$ cat src/rtl/noc_arb_pkg.sv
// ----------------------------------------------------------------------------
// noc_arb_pkg : shared types and constants for the NoC link arbiter
// Rev 1.0     : initial release
// ----------------------------------------------------------------------------
`default_nettype none

package noc_arb_pkg;

  localparam int PKT_BYTES = 4;
  localparam int BYTE_W    = 8;
  localparam int STAT_W    = 16;

  typedef logic [31:0] pkt_t;

  typedef enum logic [1:0] {
    IDLE  = 2'd0,
    SEND  = 2'd1,
    DRAIN = 2'd2
  } arb_state_t;

  // Byte 0 is the most significant byte: the link is MSB first.
  function automatic logic [BYTE_W-1:0] pkt_byte(input pkt_t p, input logic [1:0] idx);
    case (idx)
      2'd0:    return p[31:24];
      2'd1:    return p[23:16];
      2'd2:    return p[15:8];
      default: return p[7:0];
    endcase
  endfunction

endpackage

`default_nettype wire

$ cat src/rtl/rr_arbiter.sv
// ----------------------------------------------------------------------------
// rr_arbiter : round-robin priority select with a registered last-grant pointer
// Rev 1.0    : initial release
// ----------------------------------------------------------------------------
`default_nettype none

module rr_arbiter #(
  parameter int NUM_REQ = 4,
  parameter int IDX_W   = $clog2(NUM_REQ)
) (
  input  logic               clk,
  input  logic               rst_b,
  input  logic [NUM_REQ-1:0] req,
  input  logic               advance,
  output logic [NUM_REQ-1:0] grant,
  output logic [IDX_W-1:0]   grant_idx
);

  logic [IDX_W-1:0] ptr_q, ptr_d;
  logic [IDX_W-1:0] idx;
  logic             found;
  int               sum;

  // Search starts just after the last winner, so the last winner is lowest priority.
  always_comb begin
    grant     = '0;
    grant_idx = '0;
    found     = 1'b0;
    sum       = 0;
    idx       = '0;
    for (int off = 1; off <= NUM_REQ; off++) begin
      sum = int'(ptr_q) + off;
      idx = IDX_W'(sum % NUM_REQ);
      if (!found && req[idx]) begin
        found      = 1'b1;
        grant[idx] = 1'b1;
        grant_idx  = idx;
      end
    end
  end

  always_comb begin
    ptr_d = advance ? grant_idx : ptr_q;
  end

  always_ff @(posedge clk or posedge rst_b) begin
    if (rst_b) begin
      ptr_q <= IDX_W'(NUM_REQ - 1);
    end else begin
      ptr_q <= ptr_d;
    end
  end

endmodule

`default_nettype wire

$ cat src/rtl/noc_link_arbiter.sv
// ----------------------------------------------------------------------------
// noc_link_arbiter : round-robin scheduler serialising 32-bit packets onto a
//                    byte link; NOC_ARB_STATS_EN adds per-source grant counters
// Rev 1.0          : initial release
// ----------------------------------------------------------------------------
`default_nettype none

module noc_link_arbiter
  import noc_arb_pkg::*;
#(
  parameter int NUM_REQ = 4
) (
  input  logic                            clk,
  input  logic                            rst_b,
  input  logic [NUM_REQ-1:0]              req,
  input  pkt_t [NUM_REQ-1:0]              pkt_in,
  output logic [NUM_REQ-1:0]              ack,
  input  logic                            free_in,
  output logic                            put_out,
  output logic [BYTE_W-1:0]               payload_out
`ifdef NOC_ARB_STATS_EN
  ,
  output logic [NUM_REQ-1:0][STAT_W-1:0]  grant_cnt
`endif
);

  localparam int IDX_W = $clog2(NUM_REQ);

  arb_state_t         state_q, state_d;
  pkt_t               buf_q, buf_d;
  logic [1:0]         idx_q, idx_d;
  logic               put_q, put_d;
  logic [BYTE_W-1:0]  payload_q, payload_d;

  logic [NUM_REQ-1:0] grant;
  logic [IDX_W-1:0]   grant_idx;
  logic               arb_en;

  rr_arbiter #(
    .NUM_REQ (NUM_REQ),
    .IDX_W   (IDX_W)
  ) u_rr (
    .clk       (clk),
    .rst_b     (rst_b),
    .req       (req),
    .advance   (arb_en),
    .grant     (grant),
    .grant_idx (grant_idx)
  );

  // DRAIN arbitrates exactly like IDLE once the receiver reports free.
  always_comb begin
    arb_en = !rst_b && (state_q != SEND) && free_in && (|req);
    ack    = arb_en ? grant : '0;
  end

  always_comb begin
    state_d   = state_q;
    buf_d     = buf_q;
    idx_d     = idx_q;
    put_d     = 1'b0;
    payload_d = '0;
    case (state_q)
      SEND: begin
        if (idx_q == 2'(PKT_BYTES - 1)) begin
          state_d = DRAIN;
        end else begin
          idx_d     = idx_q + 2'd1;
          put_d     = 1'b1;
          payload_d = pkt_byte(buf_q, idx_q + 2'd1);
        end
      end
      DRAIN: begin
        if (free_in && !(|req)) state_d = IDLE;
      end
      default: ;
    endcase
    if (arb_en) begin
      buf_d     = pkt_in[grant_idx];
      idx_d     = 2'd0;
      state_d   = SEND;
      put_d     = 1'b1;
      payload_d = pkt_byte(pkt_in[grant_idx], 2'd0);
    end
  end

  always_ff @(posedge clk or posedge rst_b) begin
    if (rst_b) begin
      state_q   <= IDLE;
      buf_q     <= '0;
      idx_q     <= '0;
      put_q     <= 1'b0;
      payload_q <= '0;
    end else begin
      state_q   <= state_d;
      buf_q     <= buf_d;
      idx_q     <= idx_d;
      put_q     <= put_d;
      payload_q <= payload_d;
    end
  end

  assign put_out     = put_q;
  assign payload_out = payload_q;

`ifdef NOC_ARB_STATS_EN
  for (genvar i = 0; i < NUM_REQ; i++) begin : g_stats
    logic [STAT_W-1:0] cnt_q, cnt_d;

    always_comb begin
      cnt_d = (ack[i] && (cnt_q != '1)) ? cnt_q + 1'b1 : cnt_q;
    end

    always_ff @(posedge clk or posedge rst_b) begin
      if (rst_b) cnt_q <= '0;
      else       cnt_q <= cnt_d;
    end

    assign grant_cnt[i] = cnt_q;
  end
`endif

  a_req_known: assert property (@(posedge clk) disable iff (rst_b) !$isunknown(req));

endmodule

`default_nettype wire

$ cat config.mk
export PLATFORM = sky130hd
export DESIGN_NAME = noc_link_arbiter
export DESIGN_NICKNAME = d
export VERILOG_FILES = /design/src/rtl/noc_arb_pkg.sv /design/src/rtl/rr_arbiter.sv /design/src/rtl/noc_link_arbiter.sv
export SDC_FILE = /design/constraint.sdc
export NUM_CORES = 1
export LEC_CHECK = 0
export ABC_AREA = 1
export CAP_MARGIN = 25
export CORE_MARGIN = 3
export CORE_UTILIZATION = 40
export DETAILED_ROUTE_END_ITERATION = 7
export PLACE_DENSITY = 0.75
export SKIP_LAST_GASP = 1
export SLEW_MARGIN = 20
export SYNTH_ARGS = -nofsm -noshare
export SYNTH_HDL_FRONTEND = slang
export SYNTH_SLANG_ARGS = --single-unit
$ cat constraint.sdc
create_clock -name clk -period 2.99 [get_ports clk]
set_input_delay 0.299 -clock clk [delete_from_list [all_inputs] [get_ports clk]]
set_output_delay 0.299 -clock clk [all_outputs]
set_load 0.1 [all_outputs]
==> impl_metrics.tcl, run 1 <==
set metrics [dict create \
    grt_pass1_wl_um 20300 \
    start_util_pct 42.5 \
    fin_cells 783 \
    power_frac_clock_pct 6.0 \
    holdPathEnd "buf_q[0]" \
    drc 0 \
    syn_avg_cell_area_um2 6.61 \
    io_buffers 147 \
    setup-violations-final 0 \
    fin_area_um2 5270 \
    core_um2 8460 \
    dpl_cell_area_um2 5130 \
    gp_congestion 0.935 \
    vdd_drop_max_mv 1.17 \
    insertedDiodeCount 0 \
    drv_slew 0 \
    dr_total_vias 4303 \
    cp_num_buf_inv 6 \
    antenna_found_initial 0 \
    cp-end-kind "output port" \
    cts_root_buf "clkbuf_8" \
    mostFrequentLayoutCell "nand2_1" \
    syn_inst 544 \
    die_h_um 101 \
    synthesis.area_um2 3600 \
    hold_viol 0 \
    min_path_cells 2 \
    power_switching_mw 3.75 \
    rrSetupSlack_ps 210 \
    seqPwrFrac_pct 17.5 \
    p_per_area_nw_per_um2 1240 \
    drtAntennaViolNets 0 \
    yosysUniqueCellTypes 31 \
    cts_sinks 47 \
    cp.required_ps 2690 \
    timing.max_cap.violations 0 \
    routed_wl_um 12400 \
    postCtsHoldBufs 0 \
    fin_skew_ps 6.58 \
    r2r-start "u_rr.ptr_q[1]" \
    switching_share_pct 57.1 \
    ys_warn_count 0 \
    utilization_pct 62.3 \
    clk_pin_slew_worst_paths_ps 90 \
    worstMarginPinSlew_ps 745 \
    first_global_vias 4049 \
    critical_path_class "flop to output port" \
    grtUsageTotal_pct 25.0 \
    die_x_um 101 \
    ys_seq_elements 47 \
    final.min_clock_period_ps 2900 \
    status "finished, final reports clean" \
    hpwl_um 9640 \
    grt-ovfl-total 0 \
    rr_endpoint "buf_q[15]" \
    vias_per_cell 5.50 \
    critical_path.top_delay_family "buffers and inverters" \
    cts.htree.levels 2 \
    num_rows 33 \
    cts_tree "done" \
    slowest_delay_ps 600 \
    p_leak_nw 2.55 \
    numCtsBuffers 5 \
    drive_gt1_share_pct 9.14 \
    cts.path.max_buffers 2 \
    die_area_um2 10200 \
    drtIter0Drc 385 \
    fmax_mhz 345 \
    drt_pass1_iterations 7 \
    final_cell_mix "nand2_1 (198), nand3_1 (167), clkdlybuf4s50_1 (134), dfrtp_1 (45), buf_4 (25)" \
    synthesis.nets 692 \
    clk_latency_ps 300 \
    yosysSeqAreaShare_pct 32.8 \
    dp.cells 771 \
    slew_headroom_pct 50.1 \
    layout.nets 826 \
    reg2reg_depth 15 \
    comb_power_share_pct 76.4 \
    internal_power_mw 2.81 \
    min_from "buf_q[0]" \
    crit_top_cell "inv_1" \
    ios 148 \
    critPathMaxFanout 8 \
    grt_max_degree 59 \
    routedWlPerCell_um 15.9 \
    cp_cell_sequence "clkinvlp_4 -> ha_4 -> inv_1 -> nand3_2 -> nand2_4 -> inv_1 -> nand3_1 -> inv_1 -> nand2_1 -> a31o_2 -> inv_1 -> buf_12" \
    arrival_ps 2600 \
    hp-class "flop to flop" \
    crit_slowest_cell "dfstp_2" \
    startpoint_type "flop" \
    post-route-period-util_pct 96.9 \
    synthToLayoutAreaGrowth_pct 46.6 \
]
[worst max path at each step]
stage | startpoint | endpoint | slack (ps) | cells after the start
floorplan | rst_b | ack[0] | 20 | 6
global placement | u_rr.ptr_q[1] | buf_q[20] | 240 | 14
detailed placement | u_rr.ptr_q[1] | buf_q[20] | 80 | 14
CTS | u_rr.ptr_q[1] | ack[2] | 70 | 12
global route | u_rr.ptr_q[1] | ack[2] | -9 | 12
finish | u_rr.ptr_q[1] | ack[2] | 90 | 12
[worst reg2reg max path, cell delays in order, from the launching register on]
cell and delay (ps):
dfstp_2 600, clkinvlp_4 170, ha_4 330, inv_1 60, nand3_2 100, nand2_4 110, nor2_4 160, nand2_1 70
nand2_1 80, nand2_2 60, nand2_2 330, buf_12 280, nand2_1 100, nand3_1 90, nand3_1 130, nand2_1 80
[stage by stage]
| step | hold slack, ps | setup TNS (ps) | setup WS, ps | power [mW] |
|---|---|---|---|---|
| global placement | 463 | 0 | 239 | 5.91 |
| floorplan | 444 | 0 | 20.8 | 4.96 |
| CTS | 493 | 0 | 73.9 | 6.45 |
| detailed placement | 471 | 0 | 84.2 | 6.01 |
| global route | 508 | -9.32 | -9.32 | 7.24 |
| finish | 492 | 0 | 93.4 | 6.56 |
[cell usage after synthesis]
cell type  number  area [um2]
buf_1           4        15.0
clkinv_1        1        3.75
o21ai_0         5        25.0
nand3_2         2        20.0
a21boi_0        1        7.51
nor2_8          1        20.0
inv_2           3        11.3
a21oi_1        10        50.1
nand4_1         7        43.8
nand2_1       198         743
o311ai_0        1        8.76
nor2_2          1        6.26
buf_2          13        65.1
dfstp_2         2        52.6
nand2_4         1        11.3
dfrtp_1        45        1130
nor2_1          6        22.5
nand3_1       167         836
o211ai_1        7        52.6
nor2_4          1        11.3
a22oi_1         4        30.0
o21ai_2         1        8.76
a31o_2          2        17.5
inv_4           1        6.26
nand4_2         1        12.5
buf_6           3        33.8
buf_4           6        45.0
nand2_2         4        25.0
clkbuf_1       12        45.0
inv_1          21        78.8
ha_1           13         163
[cell type report]
| type | instances | area, um2 |
|---|---|---|
| clock buffer | 6 | 82.6 |
| clock inverter | 1 | 5.00 |
| fill | 744 | 3190 |
| inverter | 26 | 104 |
| multi-input combinational | 433 | 2130 |
| sequential | 47 | 1180 |
| tap | 105 | 131 |
| timing repair buffer | 165 | 1640 |
[power groups by stage]
stage	Sequential [mW]	Clock (mW)	Combinational (mW)
2_1_floorplan	1.37	0	3.59
3_3_place_gp	1.14	0	4.76
3_5_place_dp	1.15	0	4.85
4_1_cts	1.15	0.398	4.90
5_1_grt	1.18	0.421	5.64
6_report	1.15	0.396	5.01
[cell families (layout without fill, tap and decap cells)]
logic type | count (synthesis) | after routing | synth area share (%)
AOI/OAI and AO/OA | 31 | 31 | 5.57
adders and majority gates | 13 | 13 | 4.52
buffers and inverters | 64 | 198 | 8.45
DFF | 47 | 47 | 32.8
and+or+nand+nor | 389 | 389 | 48.7
[timing repair]
item | CTS | global route
buffers inserted | 0 | 5
endpoints found under the setup margin | 1 | 29
resized for setup | 1 | 2
[state kept, by name, indices dropped and copies added, names as in the netlist]
register     flops
buf_q           32
payload_out      8
put_out          1
idx_q            2
state_q          2
u_rr.ptr_q       2
[routing by layer]
| layer | GRT usage, % | vias up | wire (um) |
|---|---|---|---|
| met3 | 5.19 | 27 | 1110 |
| met2 | 39.6 | 232 | 5810 |
| met4 | 4.87 | 0 | 244 |
| li1 | - | 2077 | - |
| met5 | 0 | - | 0 |
| met1 | 35.5 | 1967 | 5260 |
(Power assumes the default switching activity.)
==> run 2: changes to the inputs <==
clock period = 3.6 ns   (was 2.99 ns; I/O delays follow)
==> run 2 against run 1 <==
Sequential power fell by 15%. Power fell by 17%. Setup slack improved by 320 ps. Clock power fell by 6.1%. Die area did not move. First-iteration DRC count fell by 31%. Worst hold slack improved by 3.8 ps. Non-clock buffer count fell by 8.
==> impl_metrics.tcl, run 2 (synthesis results as in run 1) <==
set metrics [dict create \
    vias_per_cell 5.37 \
    cp.required_ps 3770 \
    cts.htree.levels 2 \
    dr_total_vias 4165 \
    route.met2.wl_um 5820 \
    gp_congestion 0.905 \
    largest_reg_flops 32 \
    reg2reg_depth 16 \
    utilization_pct 61.8 \
    routedWlPerCell_um 16.0 \
    startpoint_type "flop" \
    antenna_found_initial 0 \
    clk_pin_slew_worst_paths_ps 80 \
    mostFrequentLayoutCell "nand2_1" \
    setup_slack_ps 413 \
    io_buffers 147 \
    fin_skew_ps 2.96 \
    p_per_area_nw_per_um2 1040 \
    critPathMaxFanout 46 \
    die_area_um2 10200 \
    status "finished, final reports clean" \
    top_register "buf_q" \
    core_um2 8460 \
    cts.path.max_buffers 2 \
    die_h_um 101 \
    holdPathEnd "buf_q[8]" \
    cp-end-kind "flop" \
    wl_met3_um 798 \
    grt_pass1_wl_um 20400 \
    hpwl_um 9750 \
    drc 0 \
    fin_setup_tns_ps 0 \
    fmax_mhz 314 \
    worstMarginPinSlew_ps 968 \
    ios 148 \
    drv_slew 0 \
    grtUsageTotal_pct 25.1 \
    cts_setup_buffers 0 \
    post-route-period-util_pct 88.5 \
    rrSetupSlack_ps 410 \
    cts_sinks 47 \
    grt_max_degree 59 \
    critical_path_class "flop to flop" \
    met1_length_um 5530 \
    r2r-start "u_rr.ptr_q[0]" \
    postCtsHoldBufs 0 \
    cts_tree "done" \
    fillers 756 \
    drt_pass1_iterations 5 \
    start_util_pct 42.5 \
    drtAntennaViolNets 0 \
    timing.max_cap.violations 0 \
    final_cell_mix "nand2_1 (198), nand3_1 (167), clkdlybuf4s50_1 (143), dfrtp_1 (45), inv_1 (20)" \
    dp_slack_ps 483 \
    num_rows 33 \
    routed_wl_um 12400 \
    final.min_clock_period_ps 3190 \
    min_from "buf_q[8]" \
    slew_headroom_pct 35.2 \
    rsz0062_at_grt "no" \
    drive_gt1_share_pct 6.27 \
    arrival_ps 3360 \
    p_leak_nw 2.50 \
    drtIter0Drc 265 \
    top_layer_used "met4" \
    insertedDiodeCount 0 \
    hold_viol 0 \
    clk_latency_ps 290 \
    synthToLayoutAreaGrowth_pct 45.4 \
    layout.nets 818 \
    cts_root_buf "clkbuf_8" \
    hp-class "flop to flop" \
    rr_endpoint "payload_out[5]" \
    first_global_vias 4146 \
    numCtsBuffers 5 \
    cts_resized 0 \
    setup-violations-final 0 \
    min_path_cells 2 \
    vdd_drop_max_mv 0.554 \
    grt-ovfl-total 0 \
    die_x_um 101 \
]
run 2: layout make-up:
class	instances	area (um2)	area share, %
flip-flops and latches	47	1180	22.5
multi-input cells	433	2120	40.5
clock buffers	6	72.6	1.39
clock inverters	1	30.0	0.574
inverters	26	100	1.91
repair buffers	157	1600	30.6
well taps	105	131	2.51
run 2: layer usage:
metal  global-route usage (%)  up-vias
met5                        0        -
met4                     6.11        0
met3                     4.22       20
met2                     40.7      163
met1                     34.9     1925
li1                         -     2057
run 2: worst max path at each step:
stage / start / to / slack [ps] / cells past startpoint
after floorplan: rst_b / ack[0] / 510 / 6
after global placement: u_rr.ptr_q[0] / payload_out[1] / 620 / 16
after detailed placement: u_rr.ptr_q[0] / payload_out[5] / 480 / 16
after CTS: u_rr.ptr_q[0] / payload_out[5] / 460 / 16
after global routing: u_rr.ptr_q[0] / payload_out[1] / 90 / 16
final: u_rr.ptr_q[0] / payload_out[5] / 410 / 16
run 2: report_power, final:
part	internal [mW]	total, mW	switching (mW)	leakage, nW
logic	1.34	4.11	2.77	1.87
clock network	0.204	0.372	0.169	0.0513
registers	0.785	0.979	0.193	0.586
total	2.33	5.46	3.13	2.50
run 2: worst max-delay path, stage by stage, from the launching register on:
cell and delay, ps:
dfstp_2 700, inv_4 120, ha_1 380, inv_1 90
nand3_2 100, nand2_4 110, nor2_4 150, nand2_1 60
nand2_1 90, nand2_2 260, nand2_2 150, buf_4 390
inv_2 120, nand2_1 80, nand2_1 50, nand2_1 80
nand3_1 90
run 2: through the flow:
step                      hold WS (ps)  total power, mW  cell area, um2  instances
after floorplan                    444             4.12            3600        544
after global placement             464             4.98            5130        768
after detailed placement           473             5.06            5130        768
after CTS                          493             5.45            5230        775
after global routing               524             6.00            5230        775
final                              496             5.46            5230        775
==> RTL edit: new RTL, settings of run 1 <==
`NUM_REQ` is set to 4 in 2 places; all go to 2.
--- a/src/rtl/rr_arbiter.sv
+++ b/src/rtl/rr_arbiter.sv
@@ -7,3 +7,3 @@
 module rr_arbiter #(
-  parameter int NUM_REQ = 4,
+  parameter int NUM_REQ = 2,
   parameter int IDX_W   = $clog2(NUM_REQ)
--- a/src/rtl/noc_link_arbiter.sv
+++ b/src/rtl/noc_link_arbiter.sv
@@ -10,3 +10,3 @@
 #(
-  parameter int NUM_REQ = 4
+  parameter int NUM_REQ = 2
 ) (
Ports: changed (resized ack, pkt_in and req); port bits go from 148 to 80. The function was not compared with the original's and may differ.
==> RTL edit against run 1 <==
Power down 55%. Via count down 47%. Routed wire length down 52%. Synthesized area down 32%. Critical endpoint is now ack[0]. First-iteration DRC count down 74%. Cell area down 36%. Synthesized cell count down 37%. Worst setup slack better by 0.73 ns. Count of clock-buffer cells in the layout unchanged. Sequential cell count down 1. Clock power up 44%. Clock skew up 0.0079 ns. Worst hold slack worse by 0.0028 ns. Critical path depth down 6.
==> RTL edit: results (changes against run 1) <==
| Metric | Value |
|---|---|
| Worst Hold End | `buf_q[23]` |
| Status | `completed` |
| Worst R2R End | `payload_out[3]` |
| Gr usage total | `0.174 (-0.0760)` |
| Worst EP arrival | `1.86 ns (-0.74 ns)` |
| Fin crit period | `2.16 ns (-0.734 ns)` |
| Place WS | `0.745 ns (+0.661 ns)` |
| Met1 Wirelength | `2.74 mm (-48%)` |
| Vias in the first global route | `2,219 (-45%)` |
| Port Buf Inserts | `79 (-46%)` |
| Static leakage | `1.74 nW (-32%)` |
| Worst-case reg-to-reg path depth | `5 (-10)` |
| Synth cell count leaders | `160 x nand2_1, 45 x dfrtp_1, 29 x nor2_1` |
| R2R Setup Slk | `1.22 ns (+1.01 ns)` |
| FILL cells | `525 (-29%)` |
| Hold Startpoint | `buf_q[23]` |
| Via density | `4.65 (-15%)` |
| Crit-path max FO | `22 (+14)` |
| Hold Slack | `0.490 ns (-0.00280 ns)` |
| Final WL | `6.00 mm (-52%)` |
| DP Wirelength | `4.38 mm (-55%)` |
| Routed wire length on met2 | `2.84 mm (-51%)` |
| Avg Inst Size Synth | `7.13 µm² (+7.8%)` |
| Switching Share | `0.422 (-0.149)` |
| Post-cts resize count | `0 (-1)` |
| Share of power burned in registers | `0.351 (+0.176)` |
RTL edit: cell families (layout without fill, tap and decap cells):
logic type | count (synthesis) | in the layout | synth area share
AND/OR/NAND/NOR | 197 | 197 | 0.309
flip-flops | 46 | 46 | 0.471
buffers and inverters | 45 | 117 | 0.0870
AO/OA/AOI/OAI | 50 | 50 | 0.107
adder cells (fa/ha/maj) | 5 | 5 | 0.0256
RTL edit: final cells by class:
class | instances | area, µm² | area share
inverter | 27 | 101 | 0.0299
timing repair buffer | 82 | 823 | 0.243
clock inverter | 2 | 60.1 | 0.0177
sequential | 46 | 1150 | 0.340
tap | 72 | 90.1 | 0.0266
multi-input combinational | 252 | 1080 | 0.319
clock buffer | 6 | 82.6 | 0.0244
RTL edit: worst max-delay path: cells and delay by family:
kind / cells / cell delay (ns)
buffers and inverters: 3 / 0.76
AND/OR/NAND/NOR: 3 / 0.81
RTL edit: metal layers:
metal  up-vias  track usage
li1       1197            -
met2        56        0.290
met1      1003        0.228
met4         0       0.0526
met5         -            0
met3         8       0.0383
